<file path="src/rtl/display_scan_ctrl.sv">
// display_scan_ctrl: time-multiplexed scan controller for a 4-digit common-
// anode 7-segment display with a shared segment decoder.
//
// Each digit slot is BLANK_CYC cycles with every anode off (anti-ghosting),
// followed by DIV cycles with that digit lit. Four slots form a frame. New
// digit values are captured into a shadow register on `load` and moved to
// the display registers only at a frame boundary, so a frame never tears.
//
// Ports
//   clk          rising-edge clock
//   rst          asynchronous, active-low reset
//   digits[15:0] four BCD nibbles, [3:0] = digit 0 (LSD)
//   load         one-cycle strobe capturing digits/dp_in into the shadow
//   dp_in[3:0]   active-high decimal-point request per digit
//   blank_lz     enable leading-zero blanking (digits 1..3)
//   count[3:0]   nibble for the shared decoder, 4'hF = blank
//   an[3:0]      active-low anode enables, an[i] = digit i
//   dp           active-low decimal point of the lit digit
//   frame_done   one-cycle pulse on the last cycle of each frame
//   dbg_state_o  current FSM state (0 = BLANK, 1 = SHOW)
//
// Handshake: `load` has no ready; it is sampled on every rising edge and
// each high cycle overwrites the shadow with that cycle's digits/dp_in.
module display_scan_ctrl #(
  parameter int DIV       = 1000,
  parameter int BLANK_CYC = 16
) (
  input  logic        clk,
  input  logic        rst,
  input  logic [15:0] digits,
  input  logic        load,
  input  logic [3:0]  dp_in,
  input  logic        blank_lz,
  output logic [3:0]  count,
  output logic [3:0]  an,
  output logic        dp,
  output logic        frame_done,
  output logic        dbg_state_o
);

  localparam int MAXC = (DIV > BLANK_CYC) ? DIV : BLANK_CYC;
  localparam int TW   = $clog2(MAXC + 1);

  typedef enum logic {ST_BLANK = 1'b0, ST_SHOW = 1'b1} state_e;

  state_e        state_q, state_d;
  logic [1:0]    idx_q, idx_d;
  logic [TW-1:0] timer_q, timer_d;
  logic [15:0]   shadow_q, disp_q;
  logic [3:0]    shadow_dp_q, disp_dp_q;
  logic          pending_q;
  logic          boundary;

  // State register
  always_ff @(posedge clk or negedge rst) begin
    if (!rst) begin
      state_q <= ST_BLANK;
      idx_q   <= 2'd0;
      timer_q <= '0;
    end else begin
      state_q <= state_d;
      idx_q   <= idx_d;
      timer_q <= timer_d;
    end
  end

  // Next-state logic; the timer restarts at 0 on every state change
  always_comb begin
    state_d  = state_q;
    idx_d    = idx_q;
    timer_d  = timer_q + TW'(1);
    boundary = 1'b0;
    case (state_q)
      ST_BLANK: begin
        if (timer_q == TW'(BLANK_CYC - 1)) begin
          state_d = ST_SHOW;
          timer_d = '0;
        end
      end
      ST_SHOW: begin
        if (timer_q == TW'(DIV - 1)) begin
          state_d  = ST_BLANK;
          timer_d  = '0;
          idx_d    = idx_q + 2'd1;
          boundary = (idx_q == 2'd3);
        end
      end
      default: begin
        state_d = ST_BLANK;
        timer_d = '0;
      end
    endcase
  end

  // Shadow / display registers. On a boundary that coincides with a load the
  // display takes the old shadow and the new load stays pending.
  always_ff @(posedge clk or negedge rst) begin
    if (!rst) begin
      shadow_q    <= '0;
      shadow_dp_q <= '0;
      disp_q      <= '0;
      disp_dp_q   <= '0;
      pending_q   <= 1'b0;
    end else begin
      if (boundary && pending_q) begin
        disp_q    <= shadow_q;
        disp_dp_q <= shadow_dp_q;
      end
      if (load) begin
        shadow_q    <= digits;
        shadow_dp_q <= dp_in;
        pending_q   <= 1'b1;
      end else if (boundary) begin
        pending_q <= 1'b0;
      end
    end
  end

  // Output decode, purely from registered state (plus the live blank_lz)
  logic [3:0] lz;
  logic [3:0] cur_nib;

  always_comb begin
    // lz[i]: digit i and every more-significant digit are zero
    lz[3] = (disp_q[15:12] == 4'd0);
    lz[2] = lz[3] && (disp_q[11:8] == 4'd0);
    lz[1] = lz[2] && (disp_q[7:4]  == 4'd0);
    lz[0] = 1'b0;
    cur_nib = disp_q[{idx_q, 2'b00} +: 4];

    an          = 4'b1111;
    count       = 4'hF;
    dp          = 1'b1;
    frame_done  = boundary;
    dbg_state_o = state_q;
    if (state_q == ST_SHOW && !(blank_lz && lz[idx_q])) begin
      an[idx_q] = 1'b0;
      count     = cur_nib;
      dp        = ~disp_dp_q[idx_q];
    end
  end

endmodule

</file>
<file path="config.mk">
export PLATFORM = sky130hd
export DESIGN_NAME = display_scan_ctrl
export DESIGN_NICKNAME = d
export VERILOG_FILES = /design/src/rtl/display_scan_ctrl.sv
export SDC_FILE = /design/constraint.sdc
export NUM_CORES = 1
export LEC_CHECK = 0
export CAP_MARGIN = 5
export CORE_UTILIZATION = 50
export CTS_CLUSTER_DIAMETER = 40
export DETAILED_ROUTE_END_ITERATION = 10
export PLACE_DENSITY = 0.82
export SYNTH_ARGS = -nofsm -noshare
export SYNTH_HDL_FRONTEND = slang
export SYNTH_SLANG_ARGS = --single-unit
</file>
<file path="constraint.sdc">
create_clock -name clk -period 2.2 [get_ports clk]
set_input_delay 0.22 -clock clk [delete_from_list [all_inputs] [get_ports clk]]
set_output_delay 0.22 -clock clk [all_outputs]
set_load 0.01 [all_outputs]
</file>
# Word-level counts from Yosys, hierarchy flattened
# Cells that the tools add are included.
# totals
inputBits	24
out_inout_bits	11
ff_bits	54
# classes
n_shift	1
bitwise_logic	3
eq_ne	3
add_sub_neg	2
reduce_logical	12
muxes	19
order_cmp	2
# op_table
cell	n
10-bit 2-to-1 mux	2
10-bit one-hot mux with 2 select lines	1
16-bit by 5-bit indexed part select with 4-bit output	1
4-bit logical NOT	3
10-bit by 1-bit adder with 10-bit output (second input constant)	1
10-bit equality test (second input constant)	1
10-bit by 4-bit equality test with 1-bit output (second input constant)	1
1-bit 2-to-1 mux	10
4-bit 2-to-1 mux	2
1-bit logical AND	6
1-bit binary-select mux with 2-bit select	2
4-bit inverter	1
2-bit by 3-bit < comparator with 1-bit output (second input constant)	1
2-bit by 1-bit adder with 2-bit output (second input constant)	1
1-bit demux with 2-bit select	1
2-bit equality test (second input constant)	1
2-bit by 1-bit greater-or-equal comparator with 1-bit output (second input constant)	1
1-bit inverter	2
1-bit one-hot mux with 2 select lines	1
2-bit AND reduction	1
2-bit nonzero test	1
1-bit logical NOT	1

# Depth between registers and ports, before layout
# Gate-level depths: netlist (run 1).
# depth
depth_word	9
mapped_depth	6
mapped_depth_nobuf	5

# Least setup slack after synthesis (run 1)
# Ideal clock, no wire load.
# synth_path
path_kind	register to register
from	reg state_q (netlist: dbg_state_o)
to	reg disp_dp_q[0]
t_required_ns	2.075
period_less_slack_ns	1.812
arrival_ns	1.687
path_slack_ns	0.388
path_buffers	2
stages_incl_launch_ff	7
path_cell_list	dfrtp_1 buf_2 inv_1 nor4_4 and3_4 buf_12 mux2_4
# synth_between
elab_chain_cells	2
# synth_rtl
element	line_no	text
start: declaration	46	state_e state_q, state_d;
start signal: assignment	61	state_q <= state_d;
1-bit 2-to-1 mux	73	case (state_q)
1-bit logical AND	105	if (boundary && pending_q) begin
end signal: assignment	107	disp_dp_q <= shadow_dp_q;
end: declaration	50	logic [3:0] shadow_dp_q, disp_dp_q;
# No other way between the ends.
# A chain may end at the register's enable or synchronous reset.

# Worst setup path after layout (run 1)
# layout_path
from	reg disp_q[8]
to	out count[0]
# layout_between
elab_chain_cells	9
elab_cells_between_ends	10
# layout_rtl
element	line_no	text
start: declaration	49	logic [15:0] shadow_q, disp_q;
start signal: assignment	106	disp_q <= shadow_q;
4-bit logical NOT	126	lz[2] = lz[3] && (disp_q[11:8] == 4'd0);
1-bit logical AND	126	
1-bit logical AND	127	lz[1] = lz[2] && (disp_q[7:4] == 4'd0);
1-bit binary-select mux with 2-bit select	136	if (state_q == ST_SHOW && !(blank_lz && lz[idx_q])) begin
1-bit 2-to-1 mux (not written as such)	136	
1-bit logical AND	136	
1-bit logical NOT	136	
1-bit logical AND	136	
4-bit 2-to-1 mux *	136	
end: declaration	34	output logic [3:0] count,
# Every way passes the cells marked *; elsewhere a longest branch is shown, timed or not. The select of a mux whose other input is x is not followed.

==> results of run 1 <==
-- state kept, by name, indices dropped and copies added (netlist names) --
name / cells
shadow_dp_q: 4
pending_q: 1
disp_dp_q: 4
dbg_state_o: 1
idx_q: 2
disp_q: 16
shadow_q: 16
timer_q: 10
-- cell usage after synthesis, types with 3 or more instances --
library cell,n
nor4_1,3
clkbuf_1,4
nor3_1,4
dfrtp_1,54
nor2_1,15
ha_1,5
mux2_4,20
mux2_2,20
inv_1,5
xor2_1,4
nand3_1,8
xnor2_1,5
mux4_2,5
nand2_1,9
-- cell type report --
cell class	count	area, µm²	share of cell area [%]
inverters	5	18.8	0.613
clock buffers	5	68.8	2.25
flip-flops and latches	54	1350	44.2
multi-input cells	113	1100	35.9
repair buffers	42	395	12.9
well taps	67	83.8	2.74
clock inverters	3	43.8	1.43
-- what timing repair did --
action                                  CTS  global route
buffers inserted                          0             1
endpoints found under the setup margin   10             7
resized for setup                        13             3
hold buffers                              0             0
hold endpoints to repair                  0             0
pin swaps                                 0             0
-- kinds of logic after synthesis --
group	Yosys count	synth area share (%)
AOI/OAI and AO/OA	5	1.29
xor gates and xnor gates	9	3.14
DFF	54	53.8
and+or+nand+nor	49	10.6
buffers and inverters	13	3.34
muxes	45	25.4
adders and majority gates	5	2.49
-- power breakdown --
group / leakage [nW] / total [mW] / internal, mW / switching [mW]
Combinational: 0.657 / 0.110 / 0.0705 / 0.0391
Clock: 0.0585 / 0.662 / 0.341 / 0.321
Sequential: 0.688 / 1.05 / 1.03 / 0.0199
Total: 1.40 / 1.82 / 1.44 / 0.380
-- final timing paths --
check	startpoint	to	slack, ns	cells past startpoint
max	disp_q[8]	count[0]	0.06	5
min	rst	timer_q[8]	0.02	2
max reg2reg	timer_q[0]	disp_q[14]	0.32	7
min reg2reg	shadow_dp_q[1]	disp_dp_q[1]	0.51	1
max in group asynchronous	rst	idx_q[0]	1.71	2
min in group clk	shadow_dp_q[1]	disp_dp_q[1]	0.51	1
-- critical path, cell delays in order, from the launching register on --
cell           delay (ns)
dfrtp_1              0.44
nor4_4               0.34
nand4b_1             0.13
a21o_2               0.30
nand2_1              0.13
dlygate4sd2_1        0.28
-- per-layer routing --
| layer | track usage [%] | vias to the layer above |
|---|---|---|
| met4 | 8.50 | 0 |
| li1 | - | 709 |
| met2 | 32.4 | 40 |
| met3 | 3.87 | 9 |
| met1 | 24.6 | 769 |
| met5 | 0 | - |
==> metrics list, run 1 <==
- Summed over all failing endpoints, the final setup total negative slack is 0 ns.
* Max Used Layer: met4
* Max VDD drop: 291 µV
* Core Rows: 25
- A synthesized cell averages around 14 µm².
- Max_cap viols: 0
- TritonCTS clock tree: built
- Most frequent standard cell in the layout excluding fill and tap cells: dfrtp_1
- Detailed router's first-iteration violation count: 60
- Detailed routing placed a total of approximately 2400 µm of wire on met2.
- Of all flip-flops after synthesis, the portion carrying an async set or reset was 100%.
* Power per unit of standard cell area: roughly 590 mW/mm²
* Pre-CTS setup slack: about 0.11 ns
- From bottom edge to top edge, the die measures roughly 73 µm.
- Pin placement for this block handled 35 I/O pins.
- The critical path is of the register to primary output type.
* Drt via density: around 5.3
* Data required time at the worst endpoint: 1.98 ns
- The wire-length estimate of the detail-placed layout is approximately 3100 µm.
* Vias in the first global route: 1,562
- CP max FO: 9
* Cell Area, Placed: about 0.0029 mm²
- Final period util: 97.1%
- Commonest non-fill, non-tap cells in the layout: dfrtp_1 (53), clkdlybuf4s50_1 (23), mux2_2 (20), mux2_4 (20), nor2_1 (14)
- During synthesis, Yosys emitted a total of 0 warnings.
- Final net count: 250
* Sum of met3 wire segment lengths after detailed routing: 165 µm
* Worst setup skew after layout: 0.00427 ns
- The worst setup path is launched from a register.
* Proportion of layout cells with a drive suffix above 1: about a third
- Measured against its own limit, the worst slew margin works out to between 50% and 60%.
* # diodes: 0
* Overall Power: roughly 1.8 mW
- After detailed routing, the number of remaining DRC violations is 0.
- The count of nets left with antenna violations once routing finished came out at 0.
- The filler cells instantiated in the layout total about 370.
- Count of distinct cell types in the synthesized netlist: 27
- WL met1: 1990 µm
* Count of vias placed by the detailed router: between 1,500 and 2,000
* Worst-Skew Late Latency: roughly 0.3 ns
- For this run the aggregate overflow at the end of global routing stands at 0.
* Count of placed standard cells including taps: 280
- Maximum number of pins on one net before global-route repair: 55
- Shortest clock period the worst path allows after layout: 2.14 ns
* Final setup vio count: 0
* Post-synth top flop: dfrtp_1
- The root buffer cell chosen for the clock tree is clkbuf_8.
* Critical Path AT: about 1.9 ns
* Wire length of the first global-routing pass: around 7500 µm
* Die Outline Area: approximately 0.0053 mm²
- The clock tree synthesis step divided the H-tree into 2 levels.
* Floorplan die width: around 73 µm
- In this run the tool buffered the top-level ports with 34 buffer cells.
- The final number of hold-violating endpoints is 0.
- After synthesis, the largest area contributor takes up about 54% of total cell area.
- Cells fill 64.0% of the core in the end.
* Non-filler instance count after layout: slightly below 300
- By area the synthesized netlist is led by dfrtp_1 (54%), mux2_4 (12%), mux2_2 (9.0%).
- For the pin with the worst max-slew slack, the measured transition is about 0.66 ns.
- Clock tree synthesis inserted a total of 5 buffers.
- Clock Path Buffers: 2
- Floorplan Core Area: around 0.0048 mm²
- Global placer's final weighted congestion: 0.726
- GRT Total Usage: roughly a fifth
- After detailed routing, the total wire length is 4610 µm.
- After technology mapping, the gate count stands at between 150 and 200.
- On the final layout, the worst hold slack is 0.0203 ns.
* Post-Synthesis Cell Area: between 0.002 and 0.003 mm²
- The run finished with clean final reports.
* Mapped Nets: around 210
- Portion of the post-synthesis area used by sequential elements: ~54%
* Number of sinks driven by the clock tree: 54
- The number of antenna violations at the first check in global routing is 0.
- The finished cells cover approximately 0.003 mm².
- Number of flops mapped to enable cells by yosys: 0
- Upper clock frequency limit: roughly 470 MHz
* Per-cell routed wire length: between 15 and 20 µm
* Dominant cell type by area after synthesis: dfrtp_1
* Clock transition at the register clock pins on the worst setup and hold paths after CTS: about 0.10 ns
- Flip-flop and latch count after synthesis: 54
- Lkg Pwr: around 1.4 nW
* Critical Path End Type: primary output
* Type of the tightest min-delay check: input port to asynchronous set/reset pin
- Post-layout worst setup margin: around 0.063 ns
- The first TritonRoute pass finished after 4 iterations.
* Pins Over Slew Limit: 0
* Area growth, synth to finish: 21.9%
* Initial core utilization: a little over half
No activity file was read; power rests on OpenSTA's default activity.
==> run 2, diff against run 1 <==
CTS_CLUSTER_SIZE = 30   (was unset)
==> results of run 2 <==
The final DEF is identical to that of run 1; final timing and power are the same.
